## src/rtl/io_pad_cond_pkg.sv

```systemverilog
`default_nettype none
// ============================================================================
// Module      : io_pad_cond_pkg
// Description : Shared types and default constants for the IO pad
//               conditioner and its synchroniser.
//               Contents:
//                 - filt_state_e : glitch-filter state (STABLE / PENDING)
//                 - SYNC_STAGES_DEF, FILT_W_DEF, GLITCH_W_DEF defaults
// Revision    : 1.0 - initial release
// ============================================================================
package io_pad_cond_pkg;

    localparam int SYNC_STAGES_DEF = 2;
    localparam int FILT_W_DEF      = 4;
    localparam int GLITCH_W_DEF    = 8;

    typedef enum logic [0:0] {
        STABLE  = 1'b0,
        PENDING = 1'b1
    } filt_state_e;

endpackage
`default_nettype wire

```

## src/rtl/io_pad_cond_sync.sv

```systemverilog
`default_nettype none
// ============================================================================
// Module      : io_pad_cond_sync
// Description : N-stage flop synchroniser for an asynchronous 1-bit input.
//               Ports:
//                 clk  - sampling clock (rising edge)
//                 rst  - synchronous active-high reset, clears the chain
//                 i_d  - asynchronous input level
//                 o_q  - synchronised level (last stage of the chain)
//               Parameter STAGES is the chain depth and must be >= 2.
// Revision    : 1.0 - initial release
// ============================================================================
module io_pad_cond_sync
    import io_pad_cond_pkg::*;
#(
    parameter int STAGES = SYNC_STAGES_DEF
) (
    input  logic clk,
    input  logic rst,
    input  logic i_d,
    output logic o_q
);

    logic [STAGES-1:0] r_chain_q;
    logic [STAGES-1:0] w_chain_d;

    // Stage 0 captures the raw input; each later stage takes its predecessor.
    always_comb begin
        w_chain_d = {r_chain_q[STAGES-2:0], i_d};
    end

    always_ff @(posedge clk) begin
        if (rst) begin
            r_chain_q <= '0;
        end else begin
            r_chain_q <= w_chain_d;
        end
    end

    assign o_q = r_chain_q[STAGES-1];

endmodule
`default_nettype wire

```

## src/rtl/io_pad_conditioner.sv

```systemverilog
`default_nettype none
// ============================================================================
// Module      : io_pad_conditioner
// Description : Pad-side conditioning between a bidirectional pad and an IO
//               BEL. Input path: synchroniser -> programmable glitch filter
//               -> O_top, with a saturating count of rejected pulses.
//               Output path: one register stage on data and output enable.
//               Ports:
//                 UserCLK    - clock, all logic on rising edge
//                 Reset      - synchronous active-high reset
//                 filt_len   - stable cycles required to accept a change,
//                              0 = bypass (O_top follows synchroniser)
//                 pad_in     - asynchronous pad receiver level
//                 O_top      - conditioned level to the IO BEL
//                 I_top      - output data from the IO BEL
//                 T_top      - output enable from the IO BEL (1 = drive)
//                 pad_out    - registered data to pad driver
//                 pad_oe     - registered output enable (0 = high-Z)
//                 glitch_cnt - saturating count of rejected input pulses
//                 rise_pulse - one-cycle pulse after O_top rises
//                 fall_pulse - one-cycle pulse after O_top falls
//               Build option: define IO_PAD_COND_EDGE_EN to enable the
//               rise/fall pulse generator; otherwise both pulses are tied 0.
// Revision    : 1.0 - initial release
// ============================================================================
module io_pad_conditioner
    import io_pad_cond_pkg::*;
#(
    parameter int SYNC_STAGES = SYNC_STAGES_DEF,
    parameter int FILT_W      = FILT_W_DEF,
    parameter int GLITCH_W    = GLITCH_W_DEF
) (
    input  logic                UserCLK,
    input  logic                Reset,
    input  logic [FILT_W-1:0]   filt_len,
    input  logic                pad_in,
    output logic                O_top,
    input  logic                I_top,
    input  logic                T_top,
    output logic                pad_out,
    output logic                pad_oe,
    output logic [GLITCH_W-1:0] glitch_cnt,
    output logic                rise_pulse,
    output logic                fall_pulse
);

    // ------------------------------------------------------------------
    // Input synchroniser
    // ------------------------------------------------------------------
    logic w_x;

    io_pad_cond_sync #(
        .STAGES (SYNC_STAGES)
    ) u_sync (
        .clk (UserCLK),
        .rst (Reset),
        .i_d (pad_in),
        .o_q (w_x)
    );

    // ------------------------------------------------------------------
    // Glitch filter
    // ------------------------------------------------------------------
    filt_state_e         r_state_q,  w_state_d;
    logic                r_s_q,      w_s_d;
    logic [FILT_W-1:0]   r_cnt_q,    w_cnt_d;
    logic [GLITCH_W-1:0] r_glitch_q, w_glitch_d;

    logic                w_bypass;
    logic [FILT_W:0]     w_cnt_inc;
    logic                w_commit;

    assign w_bypass  = (filt_len == '0);
    // One extra bit so C+1 cannot wrap when C is at its maximum.
    assign w_cnt_inc = {1'b0, r_cnt_q} + {{FILT_W{1'b0}}, 1'b1};
    // >= (not ==) so a filt_len lowered below the running count commits at once.
    assign w_commit  = (w_cnt_inc >= {1'b0, filt_len});

    always_comb begin
        w_state_d  = r_state_q;
        w_s_d      = r_s_q;
        w_cnt_d    = r_cnt_q;
        w_glitch_d = r_glitch_q;
        if (w_bypass) begin
            // Track the synchroniser directly; a pending count is dropped silently.
            w_s_d     = w_x;
            w_cnt_d   = '0;
            w_state_d = STABLE;
        end else if (w_x != r_s_q) begin
            if (w_commit) begin
                w_s_d     = w_x;
                w_cnt_d   = '0;
                w_state_d = STABLE;
            end else begin
                // No overflow: not committing means C+1 < filt_len <= max.
                w_cnt_d   = w_cnt_inc[FILT_W-1:0];
                w_state_d = PENDING;
            end
        end else if (r_state_q == PENDING) begin
            // Input fell back before reaching filt_len: a rejected glitch.
            w_cnt_d   = '0;
            w_state_d = STABLE;
            if (r_glitch_q != '1) begin
                w_glitch_d = r_glitch_q + {{(GLITCH_W-1){1'b0}}, 1'b1};
            end
        end
    end

    always_ff @(posedge UserCLK) begin
        if (Reset) begin
            r_state_q  <= STABLE;
            r_s_q      <= 1'b0;
            r_cnt_q    <= '0;
            r_glitch_q <= '0;
        end else begin
            r_state_q  <= w_state_d;
            r_s_q      <= w_s_d;
            r_cnt_q    <= w_cnt_d;
            r_glitch_q <= w_glitch_d;
        end
    end

    assign O_top      = w_bypass ? w_x : r_s_q;
    assign glitch_cnt = r_glitch_q;

    // ------------------------------------------------------------------
    // Output path
    // ------------------------------------------------------------------
    logic r_pad_out_q, w_pad_out_d;
    logic r_pad_oe_q,  w_pad_oe_d;

    always_comb begin
        w_pad_out_d = I_top;
        w_pad_oe_d  = T_top;
    end

    always_ff @(posedge UserCLK) begin
        if (Reset) begin
            r_pad_out_q <= 1'b0;
            r_pad_oe_q  <= 1'b0;
        end else begin
            r_pad_out_q <= w_pad_out_d;
            r_pad_oe_q  <= w_pad_oe_d;
        end
    end

    assign pad_out = r_pad_out_q;
    assign pad_oe  = r_pad_oe_q;

    // ------------------------------------------------------------------
    // Edge pulses
    // ------------------------------------------------------------------
`ifdef IO_PAD_COND_EDGE_EN
    logic r_o_top_q, w_o_top_d;
    logic r_rise_q,  w_rise_d;
    logic r_fall_q,  w_fall_d;

    // Compare current O_top with its one-cycle-old copy; pulses are
    // registered, so they appear the cycle after O_top changes.
    always_comb begin
        w_o_top_d = O_top;
        w_rise_d  = O_top & ~r_o_top_q;
        w_fall_d  = ~O_top & r_o_top_q;
    end

    always_ff @(posedge UserCLK) begin
        if (Reset) begin
            r_o_top_q <= 1'b0;
            r_rise_q  <= 1'b0;
            r_fall_q  <= 1'b0;
        end else begin
            r_o_top_q <= w_o_top_d;
            r_rise_q  <= w_rise_d;
            r_fall_q  <= w_fall_d;
        end
    end

    assign rise_pulse = r_rise_q;
    assign fall_pulse = r_fall_q;
`else
    assign rise_pulse = 1'b0;
    assign fall_pulse = 1'b0;
`endif

endmodule
`default_nettype wire

```

## config.mk

```make
export PLATFORM = sky130hd
export DESIGN_NAME = io_pad_conditioner
export DESIGN_NICKNAME = d
export VERILOG_FILES = /design/src/rtl/io_pad_cond_pkg.sv /design/src/rtl/io_pad_cond_sync.sv /design/src/rtl/io_pad_conditioner.sv
export SDC_FILE = /design/constraint.sdc
export NUM_CORES = 1
export LEC_CHECK = 0
export CAP_MARGIN = 20
export CORE_MARGIN = 2
export CORE_UTILIZATION = 48
export DETAILED_ROUTE_END_ITERATION = 8
export PLACE_DENSITY_LB_ADDON = 0.08
export SLEW_MARGIN = 30
export SYNTH_ARGS = -nofsm -noshare
export SYNTH_HDL_FRONTEND = slang
export SYNTH_SLANG_ARGS = --single-unit
export TNS_END_PERCENT = 1
```

## constraint.sdc

```tcl
create_clock -name UserCLK -period 2.55 [get_ports UserCLK]
set_clock_uncertainty 0.1 [all_clocks]
set_input_delay 0.255 -clock UserCLK [delete_from_list [all_inputs] [get_ports UserCLK]]
set_output_delay 0.255 -clock UserCLK [all_outputs]
set_load 0.01 [all_outputs]
```

# Yosys cells after proc, flatten, opt, wreduce, memory -nomap -nowiden
# Cells that the tools add are included.
[classes] eq_ne=2 n_reduce_logical=8 add_sub_neg=2 order_cmp=1 n_bitwise=2 mux=8
[op_table] op="4-bit 2-to-1 mux" n=3
[op_table] op="8-bit by 1-bit adder with 8-bit output (second input constant)" n=1
[op_table] op="8-bit != test (second input constant)" n=1
[op_table] op="2-bit nonzero test" n=3
[op_table] op="4-bit by 1-bit adder with 5-bit output (second input constant)" n=1
[op_table] op="5-bit by 4-bit >= comparator with 1-bit output" n=1
[op_table] op="1-bit 2-to-1 mux" n=5
[op_table] op="4-bit zero test" n=1
[op_table] op="4-bit AND reduction" n=1
[op_table] op="3-bit OR reduction" n=1
[op_table] op="1-bit inverter" n=2
[op_table] op="2-bit AND reduction" n=1
[op_table] op="2-bit OR reduction" n=1
[op_table] op="1-bit != test" n=1
[totals] in_bits=9 wordCells=30 ff_bits=18 out_inout_bits=13

# Logic depth before layout (Yosys ltp)
# Gate-level depths: netlist of run 1.
[logic_depth] ltp_word=5 ltp_mapped=9 ltp_nobuf=8

# Modules after synthesis
# From an unflattened synthesis of run 1, not the netlist that was laid out.
[unflattened] hier_cells=106 hier_area_um2=964.7
[by_module_without_submodules] module="io_pad_conditioner" n_inst=1 seq_area_each_um2=320.3 cells_per_inst=102 area_per_inst_um2=912.1
[by_module_without_submodules] module="io_pad_cond_sync" n_inst=1 seq_area_each_um2=40.0 cells_per_inst=4 area_per_inst_um2=52.6

# Least setup slack after synthesis of run 1
# OpenSTA, ideal clock, no wires.
[synth_timing] path_type="register to register" start="register r_cnt_q[0]" end="register r_s_q" path_stages_with_launch=10 required_ns=2.379 path_slack_ns=0.351 path_buffers=1 period_less_slack_ns=2.199 setup_time_ns=0.071 arrival_ns=2.029 cell_sequence="dfxtp_1 > ha_1 > nor2b_1 > or2_2 > ha_1 > nor3_1 > or3_1 > clkbuf_1 > a21bo_2 > a21oi_1"
[synth_between] elab_chain_len=4
[synth_rtl] item="start: declaration" line="io_pad_conditioner.sv:66" rtl="logic [FILT_W-1:0] r_cnt_q, w_cnt_d;"
[synth_rtl] item="start signal: assignment" line="io_pad_conditioner.sv:118" rtl="r_cnt_q <= w_cnt_d;"
[synth_rtl] item="4-bit by 1-bit adder with 5-bit output" line="io_pad_conditioner.sv:75" rtl="assign w_cnt_inc = {1'b0, r_cnt_q} + {{FILT_W{1'b0}}, 1'b1};"
[synth_rtl] item="5-bit by 4-bit >= comparator with 1-bit output" line="io_pad_conditioner.sv:77" rtl="assign w_commit = (w_cnt_inc >= {1'b0, filt_len});"
[synth_rtl] item="2-bit nonzero test (no source line)"
[synth_rtl] item="2-bit AND reduction (no source line)"
[synth_rtl] item="end signal: assignment" line="io_pad_conditioner.sv:117" rtl="r_s_q <= w_s_d;"
[synth_rtl] item="end: declaration" line="io_pad_conditioner.sv:65" rtl="logic r_s_q, w_s_d;"
# Every way passes these cells.
# A chain may end at the register's enable or synchronous reset.

# Worst setup path after layout of run 1
# Ends and elaborated chain as after synthesis.

==> results of run 1 <==
-- logic make-up after synthesis --
group           after synthesis
mux                           1
simple gates                 52
flops                        18
fa+ha+maj                     6
xor+xnor                      8
buf+inv                       7
compound gates               14
other cells                   1
-- routing by layer --
| layer | GRT usage, % | up-vias | part of all wire, % |
|---|---|---|---|
| met5 | 0 | - | 0 |
| met4 | 9.73 | 0 | 1.8 |
| met3 | 2.64 | 4 | 4.2 |
| met2 | 30.4 | 23 | 48 |
| met1 | 22.0 | 363 | 46 |
| li1 | - | 413 | - |
-- cell usage in the layout, fill, tap and decap left out, types with 2 or more instances in the layout --
cell type and n:
a21oi_1 4, a31oi_1 2, clkbuf_4 3, clkdlybuf4s50_1 19
conb_1 2, dfxtp_1 18, ha_1 6, inv_1 3
nand2_1 14, nand2b_1 2, nand3_1 6, nand4_1 2
nor2_1 11, nor2b_1 6, nor3_1 3, o2111ai_1 2
o21ai_0 2, or3_1 2, or4_4 2, xnor2_1 3
xor2_1 4
-- Yosys cell counts (all sizes together) (2+ instances only) --
| master | instances | area, µm² |
|---|---|---|
| nor3 | 3 | 15.0 |
| inv | 3 | 11.3 |
| clkbuf | 2 | 7.51 |
| ha | 6 | 75.1 |
| o2111ai | 2 | 17.5 |
| nand2b | 2 | 12.5 |
| nor2 | 11 | 41.3 |
| a31oi | 2 | 12.5 |
| xnor2 | 4 | 42.6 |
| nor2b | 6 | 37.5 |
| a21oi | 4 | 20.0 |
| o21ai | 2 | 10.0 |
| nand4 | 2 | 12.5 |
| nand2 | 14 | 52.6 |
| nand3 | 7 | 40.0 |
| buf | 2 | 15.0 |
| or4 | 2 | 22.5 |
| or3 | 2 | 12.5 |
| dfxtp | 18 | 360 |
| xor2 | 4 | 35.0 |
-- stage by stage --
stage               util (%)  power [mW]
finish                  66.5       0.526
global placement        64.4       0.353
floorplan                  -       0.330
global route            66.5       0.553
CTS                     66.5       0.535
detailed placement      64.4       0.354
-- layout make-up --
cell class,instances,area [µm²]
fill,154,592
multi-input combinational,83,536
sequential,18,360
timing repair buffer,20,198
clock buffer,4,36.3
tap,25,31.3
inverter,3,11.3
-- worst paths after layout --
| check | startpoint | to | depth (start not counted) |
|---|---|---|---|
| min reg2reg | u_sync.r_chain_q[0] | u_sync.r_chain_q[1] | 1 |
| max reg2reg | r_cnt_q[0] | r_s_q | 8 |
| min | u_sync.r_chain_q[0] | u_sync.r_chain_q[1] | 1 |
| max | r_cnt_q[0] | r_s_q | 8 |
-- worst max-delay path, cell delays in order, from the launching register on --
cell	delay (ns)
dfxtp_1	0.36
ha_1	0.24
nor2b_1	0.15
or2_2	0.29
ha_1	0.28
nor3_1	0.04
or3_1	0.44
a21bo_2	0.22
a21oi_1	0.12
-- report_power, final --
part,leakage [nW],switching (mW),internal [mW]
registers,0.146,0.00473,0.287
clock network,0.0210,0.0911,0.0871
logic,0.279,0.0265,0.0296
total,0.447,0.122,0.404
-- flip-flops by register name, summed over array words and instances (netlist names) --
register / flops
glitch_cnt: 8
pad_oe: 1
pad_out: 1
r_cnt_q: 4
r_s_q: 1
r_state_q: 1
u_sync.r_chain_q: 2
==> results.md, run 1 <==
* Status: completed
* Internal reg-to-reg setup slack at 0.24 ns
* Final ANT Viol Nets at 0
* Simple-Gate Fraction of Synth Area at 28.8%
* Cell Area, Synth at 926 µm²
* Routability Congestion at 0.906
* DRT Wirelength at 1700 µm
* Leakage power at 0.447 nW
* Horiz. Die Dim at 47.9 µm
* Required @ worst endpoint at 2.68 ns
* CTS Buffer Depth at 2
* CTS tree: done
* Drt pass-1 iters at 4
* DP Area at 0.00114 mm²
* Antenna violations before repair at 0
* Number of remaining DRC errors at 0
* Initial DRC Count at 12
* Hold Buf Count CTS at 0
* Clk_lat worst skew at 0.30 ns
* Crit. End Element: flip-flop
* Compound-cell area share of the yosys netlist at 10.7%
* Design area at 0.00117 mm²
* Total die area at 0.00230 mm²
* Sink Count at 18
* H-tree depth at 1
* Fmax at 433 MHz
* Avg Vias per Cell at 5.25
* Flops & latches, synth at 18
* Worst Setup Slack, final at 0.241 ns
* Slew of the pin with the lowest slew margin at 0.524 ns
* Final nets at 144
* Hold slack at 0.358 ns
* Core area at 0.00176 mm²
* Largest family of logic cells by synthesized area: simple AND/OR/NAND/NOR gates
* Starting density of the core at 52.5%
* Port bufs at 19
* Die H at 47.9 µm
* Drt wl/cell at 11.1 µm
* Slew HR at 65.0%
* Worst Setup Path Type: flip-flop to flip-flop
* Cts bufs inserted at 3
* Final setup violation count at 0
* Post-Synth Adder-Cell Area at 8.11%
* Yosys warns at 0
* Post-synth EDFFs at 0
* Synth unique cells at 31
* Vias in the first global route at 714
* HP Class: flip-flop to flip-flop
* Pins over their slew limit at 0
* Total global-route track usage at 18.0%
* Worst VDD drop at 0.000386 V
* Period utilization at 90.6%
* Final Hold Fails at 0
* Main synth FF type: dfxtp_1
* Setup repair bufs after CTS at 0
* Crit path DAT at 2.44 ns
* RSZ-0062 raised after global routing: no
* # resized after CTS at 0
* Area delta synth->final at 26.6%
* Mux cell area share after synthesis at 1.08%
* Clock slew at reported path FFs at 0.10 ns
* Synth Area in XOR/XNOR at 8.38%
* # diodes at 0
* Vias at 803
* Placed Cells at 149
* CP Max Fanout at 6
* Max-Cap Viols at 0
* Setup TNS at 0 ns
* Synth Instances at 107
* Remaining Overflow, GRT at 0
* Seq/Total Area, Yosys at 38.9%
* Async SR Flop Fraction at 0%
* Placement Setup Slack at 0.276 ns
* CP Launch Type: flip-flop
* Share of layout cells above drive strength 1 at 8.59%
* Largest net degree at the start of global routing at 16
* P per Cell Area at 449 mW/mm²
* Global-route wire length before repair at 2860 µm
* Final Critical Period at 2.31 ns
* Root buf cell: clkbuf_4
* Non-filler cells, final at 153
* DP Wirelength at 1300 µm
* Ports at 22
* Row count at 15
* Syn avg cell area at 8.65 µm²
Power figures use the tool's default switching activity.
==> inputs of run 2 (changes only) <==
Settings changed: SYNTH_HIERARCHICAL set to 1.
==> run 2 against run 1 <==
Compared with the run above: largest cell class unchanged; clock power hardly changed; critical path type is now input port to output port; maximum frequency is 3.2% higher; sequential cell count stayed put; largest power group unchanged; area after synthesis is 4.2% higher; clock-buffer cell count stayed put.
==> results.md, run 2 <==
* CP Max Fanout at 3
* Post-synth EDFFs at 0
* Area delta synth->final at 26.6%
* Flops & latches, synth at 18
* DP Wirelength at 1480 µm
* Slew HR at 65.7%
* Slew of the pin with the lowest slew margin at 0.510 ns
* Vias at 825
* # diodes at 0
* Flip-flop count of the largest register after layout at 8
* Worst VDD drop at 0.000427 V
* Port bufs at 19
* Clk_lat worst skew at 0.29 ns
* Total global-route track usage at 18.0%
* Pins over their slew limit at 0
* Cell taking the most area after synthesis: dfxtp_1
* Hold Buf Count CTS at 0
* Share of layout cells above drive strength 1 at 12.4%
* Final nets at 145
* Total die area at 0.00238 mm²
* Crit. End Element: output port
* Cell Area, Synth at 965 µm²
* Max-Cap Viols at 0
* Initial DRC Count at 11
* HP Start: u_sync/r_chain_q[0]
* Synth Instances at 106
* Die H at 48.8 µm
* Horiz. Die Dim at 48.8 µm
* Design area at 0.00122 mm²
* Antenna violations before repair at 0
* P per Cell Area at 434 mW/mm²
* Remaining Overflow, GRT at 0
* CTS Buffer Depth at 2
* Cts bufs inserted at 3
* Routability Congestion at 0.836
* Commonest non-fill, non-tap cells in the layout: clkdlybuf4s50_1 (19), dfxtp_1 (18), nand2_1 (12), a21oi_1 (7)
* Final Hold Fails at 0
* Vias in the first global route at 821
* Largest net degree at the start of global routing at 15
* Synth top area share at 37.4%
* Setup TNS at 0 ns
* Setup repair bufs after CTS at 0
* # resized after CTS at 0
* R2R Path End: r_cnt_q[0]
* RSZ-0062 raised after global routing: no
* DP Area at 0.00118 mm²
* HP Class: flip-flop to flip-flop
* Async SR Flop Fraction at 0%
* Period utilization at 87.8%
* Required @ worst endpoint at 2.19 ns
* Synth unique cells at 34
* Final Critical Period at 2.24 ns
* H-tree depth at 1
* Worst reg-to-reg path cell count at 8
* Post-synth top cells: dfxtp_1 (18), nand2_1 (12), a21oi_1 (7)
* Drt wl/cell at 11.9 µm
* Ports at 22
* Worst Setup Path Type: input port to output port
* Seq/Total Area, Yosys at 37.4%
* CTS tree: done
* CP Launch Type: input port
* Sink Count at 18
* Final ANT Viol Nets at 0
* Core area at 0.00192 mm²
* Ranking of synthesized cells by area: dfxtp_1 (37%), ha_1 (7.8%), nand2_1 (4.7%)
* R2R Path Start: r_cnt_q[0]
* Hold Path Cell Cnt at 1
* Row count at 16
* Avg Vias per Cell at 5.29
* Core Util, Final at 63.5%
* Root buf cell: clkbuf_4
* Worst Setup SP: filt_len[1]
* Internal reg-to-reg setup slack at 0.34 ns
* Fmax at 447 MHz
* WHS Endpoint: u_sync/r_chain_q[1]
* Syn avg cell area at 9.10 µm²
* Yosys warns at 6
* Most common cell after layout, fill and taps aside: clkdlybuf4s50_1
* Status: completed
* Crit path DAT at 1.88 ns
* DRT Wirelength at 1860 µm
* Clock slew at reported path FFs at 0.10 ns
* Number of remaining DRC errors at 0
* Starting density of the core at 50.2%
* Final setup violation count at 0
* Total power at 0.530 mW
* Main synth FF type: dfxtp_1
* Leakage power at 0.477 nW
* Count leader, synth: dfxtp_1
* Global-route wire length before repair at 3440 µm
* Drt pass-1 iters at 4
[run 2: worst max-delay path by stage]
stage	endpoint	cells after the start	slack (ns)
4_1_cts	O_top	5	0.31
6_report	O_top	5	0.31
3_3_place_gp	O_top	5	0.31
3_5_place_dp	O_top	5	0.31
2_1_floorplan	r_cnt_q[0]	8	0.55
5_1_grt	r_cnt_q[0]	8	0.21
[run 2: through the flow]
step / hold WS [ns] / worst slack, ns / instances
after floorplan: 0.227 / 0.553 / 107
after global placement: 0.319 / 0.311 / 152
after detailed placement: 0.330 / 0.312 / 152
after CTS: 0.355 / 0.306 / 156
after global routing: 0.360 / 0.211 / 156
final: 0.348 / 0.312 / 156
[run 2: area by class of cell]
cell class | instances | area [µm²]
Clock buffer | 4 | 36.3
Fill cell | 179 | 701
Inverter | 7 | 26.3
Multi-Input combinational cell | 78 | 552
Sequential cell | 18 | 360
Tap cell | 27 | 33.8
Timing Repair Buffer | 22 | 213
[run 2: worst max-delay path: stages]
cell and delay, ns:
clkdlybuf4s50_1 0.43, or4_1 0.57, nand2_1 0.10, nand2_1 0.05
clkdlybuf4s50_1 0.47
[run 2: logic make-up (layout without fill, tap and decap cells)]
| group | count (synthesis) | after routing | synth area share, % |
|---|---|---|---|
| AOI/OAI and AO/OA | 20 | 20 | 16.0 |
| adders and majority gates | 6 | 6 | 7.78 |
| xor gates and xnor gates | 4 | 4 | 4.41 |
| DFF | 18 | 18 | 37.4 |
| buffers and inverters | 11 | 33 | 5.84 |
| and+or+nand+nor | 44 | 44 | 25.7 |
| muxes | 2 | 2 | 2.59 |
| other | 1 | 2 | 0.389 |
[run 2: report_power, final]
part | leakage, nW | internal, mW | switching (mW) | total, mW
logic | 0.310 | 0.0313 | 0.0279 | 0.0592
registers | 0.146 | 0.287 | 0.00541 | 0.292
clock network | 0.0210 | 0.0869 | 0.0912 | 0.178
total | 0.477 | 0.405 | 0.124 | 0.530
[run 2: layer usage]
metal	part of all wire [%]	vias up	global-route usage, %
met2	51	17	32.2
met4	0	0	4.76
met1	45	386	21.5
li1	-	422	-
met5	0	-	0
met3	3.9	0	4.29
==> inputs of run 3 (changes only) <==
Settings changed: CELL_PAD_IN_SITES_DETAIL_PLACEMENT set to 1, CELL_PAD_IN_SITES_GLOBAL_PLACEMENT set to 1, CORE_UTILIZATION 48 to 38, CTS_BUF_LIST set to sky130_fd_sc_hd__clkbuf_4 sky130_fd_sc_hd__clkbuf_8, CTS_CLUSTER_DIAMETER set to 100.
==> run 3 against run 2 <==
Compared with the run above: critical path depth unchanged; cell count up 1.9%; first-iteration DRC count down 55%; clock-buffer cell count unchanged; largest cell class unchanged.
==> results.md, run 3 (synthesis results as in run 2) <==
* Final Critical Period at 2.26 ns
* Hold Buf Count CTS at 0
* # diodes at 0
* Total global-route track usage at 17.3%
* Leakage power at 0.477 nW
* Antenna violations before repair at 0
* RSZ-0062 raised after global routing: no
* Hold slack at 0.361 ns
* HP Start: u_sync/r_chain_q[0]
* DRT Wirelength at 2250 µm
* Flip-flop count of the largest register after layout at 8
* CTS tree: done
* Largest net degree at the start of global routing at 11
* HP Class: flip-flop to flip-flop
* Setup repair bufs after CTS at 0
* Worst VDD drop at 0.000313 V
* Avg Vias per Cell at 5.40
* Slew of the pin with the lowest slew margin at 0.618 ns
* Met2 routed WL at 1230 µm
* WL met3 at 80 µm
* Die H at 54.4 µm
* Row count at 18
* Area delta synth->final at 27.0%
* Total die area at 0.00296 mm²
* Starting density of the core at 39.7%
* Vias in the first global route at 796
* Initial DRC Count at 5
* DR top layer: met4
* Crit path DAT at 1.91 ns
* Remaining Overflow, GRT at 0
* CTS Buffer Depth at 2
* Clock slew at reported path FFs at 0.11 ns
* Global-route wire length before repair at 3590 µm
* Number of remaining DRC errors at 0
* CP Launch Type: input port
* Core Util, Final at 50.4%
* Most common cell after layout, fill and taps aside: clkdlybuf4s50_1
* Max-Cap Viols at 0
* Pins over their slew limit at 0
* Slew HR at 58.4%
* Final nets at 145
* Port bufs at 19
* Period utilization at 88.7%
* Commonest non-fill, non-tap cells in the layout: clkdlybuf4s50_1 (19), dfxtp_1 (18), nand2_1 (12), a21oi_1 (7)
* Worst Setup Path Type: input port to output port
* R2R Path Start: r_cnt_q[0]
* Final ANT Viol Nets at 0
* Routability Congestion at 0.762
* Setup TNS at 0 ns
* CP Max Fanout at 3
* Final setup violation count at 0
* H-tree depth at 1
* P per Cell Area at 441 mW/mm²
* Vias at 858
* Sink Count at 18
* Crit. End Element: output port
* Drt wl/cell at 14.2 µm
* Drt pass-1 iters at 4
* Fmax at 442 MHz
* # resized after CTS at 0
* Core area at 0.00243 mm²
* Final Hold Fails at 0
* Root buf cell: clkbuf_4
* Share of layout cells above drive strength 1 at 12.4%
* Required @ worst endpoint at 2.19 ns
* Status: completed
* DP Wirelength at 1750 µm
* Cts bufs inserted at 3
* Clk_lat worst skew at 0.31 ns
* Horiz. Die Dim at 54.4 µm
* Ports at 22
* Worst Setup SP: filt_len[1]
* DRT met1 WL at 893 µm
## run 3: worst paths after layout
| kind | end | slack [ns] | cells after the start |
|---|---|---|---|
| setup / recovery | O_top | 0.29 | 5 |
| hold / removal | u_sync/r_chain_q[1] | 0.36 | 1 |
| setup reg to reg | r_cnt_q[0] | 0.33 | 8 |
| hold reg to reg | u_sync/r_chain_q[1] | 0.36 | 1 |
## run 3: final cells by class
| cell class | count | area, µm² |
|---|---|---|
| multi-input combinational | 78 | 552 |
| sequential | 18 | 360 |
| clock buffer | 4 | 36.3 |
| inverter | 7 | 26.3 |
| timing repair buffer | 22 | 213 |
| tap | 30 | 37.5 |
| fill | 291 | 1210 |
## run 3: worst max-delay path, cell delays in order
cell and delay, ns:
clkdlybuf4s50_1 0.44, or4_1 0.60, nand2_1 0.10, nand2_1 0.05
clkdlybuf4s50_1 0.47
## run 3: through the flow
stage / worst slack [ns] / instances / area (µm²) / power [mW]
floorplan: 0.553 / 107 / 968 / 0.332
global placement: 0.299 / 155 / 1190 / 0.358
detailed placement: 0.279 / 155 / 1190 / 0.360
CTS: 0.280 / 159 / 1220 / 0.545
global route: 0.224 / 159 / 1220 / 0.562
finish: 0.288 / 159 / 1220 / 0.540
## run 3: per-layer routing
layer,up-vias,GRT usage [%]
met5,-,0
met3,4,5.74
met1,413,17.3
li1,426,-
met2,15,33.1
met4,0,5.83
## run 3: power by group
| group | leakage, nW | internal (mW) | switching (mW) |
|---|---|---|---|
| combinational | 0.310 | 0.0313 | 0.0294 |
| sequential | 0.146 | 0.287 | 0.00526 |
| clock | 0.0210 | 0.0872 | 0.100 |
| total | 0.477 | 0.406 | 0.135 |
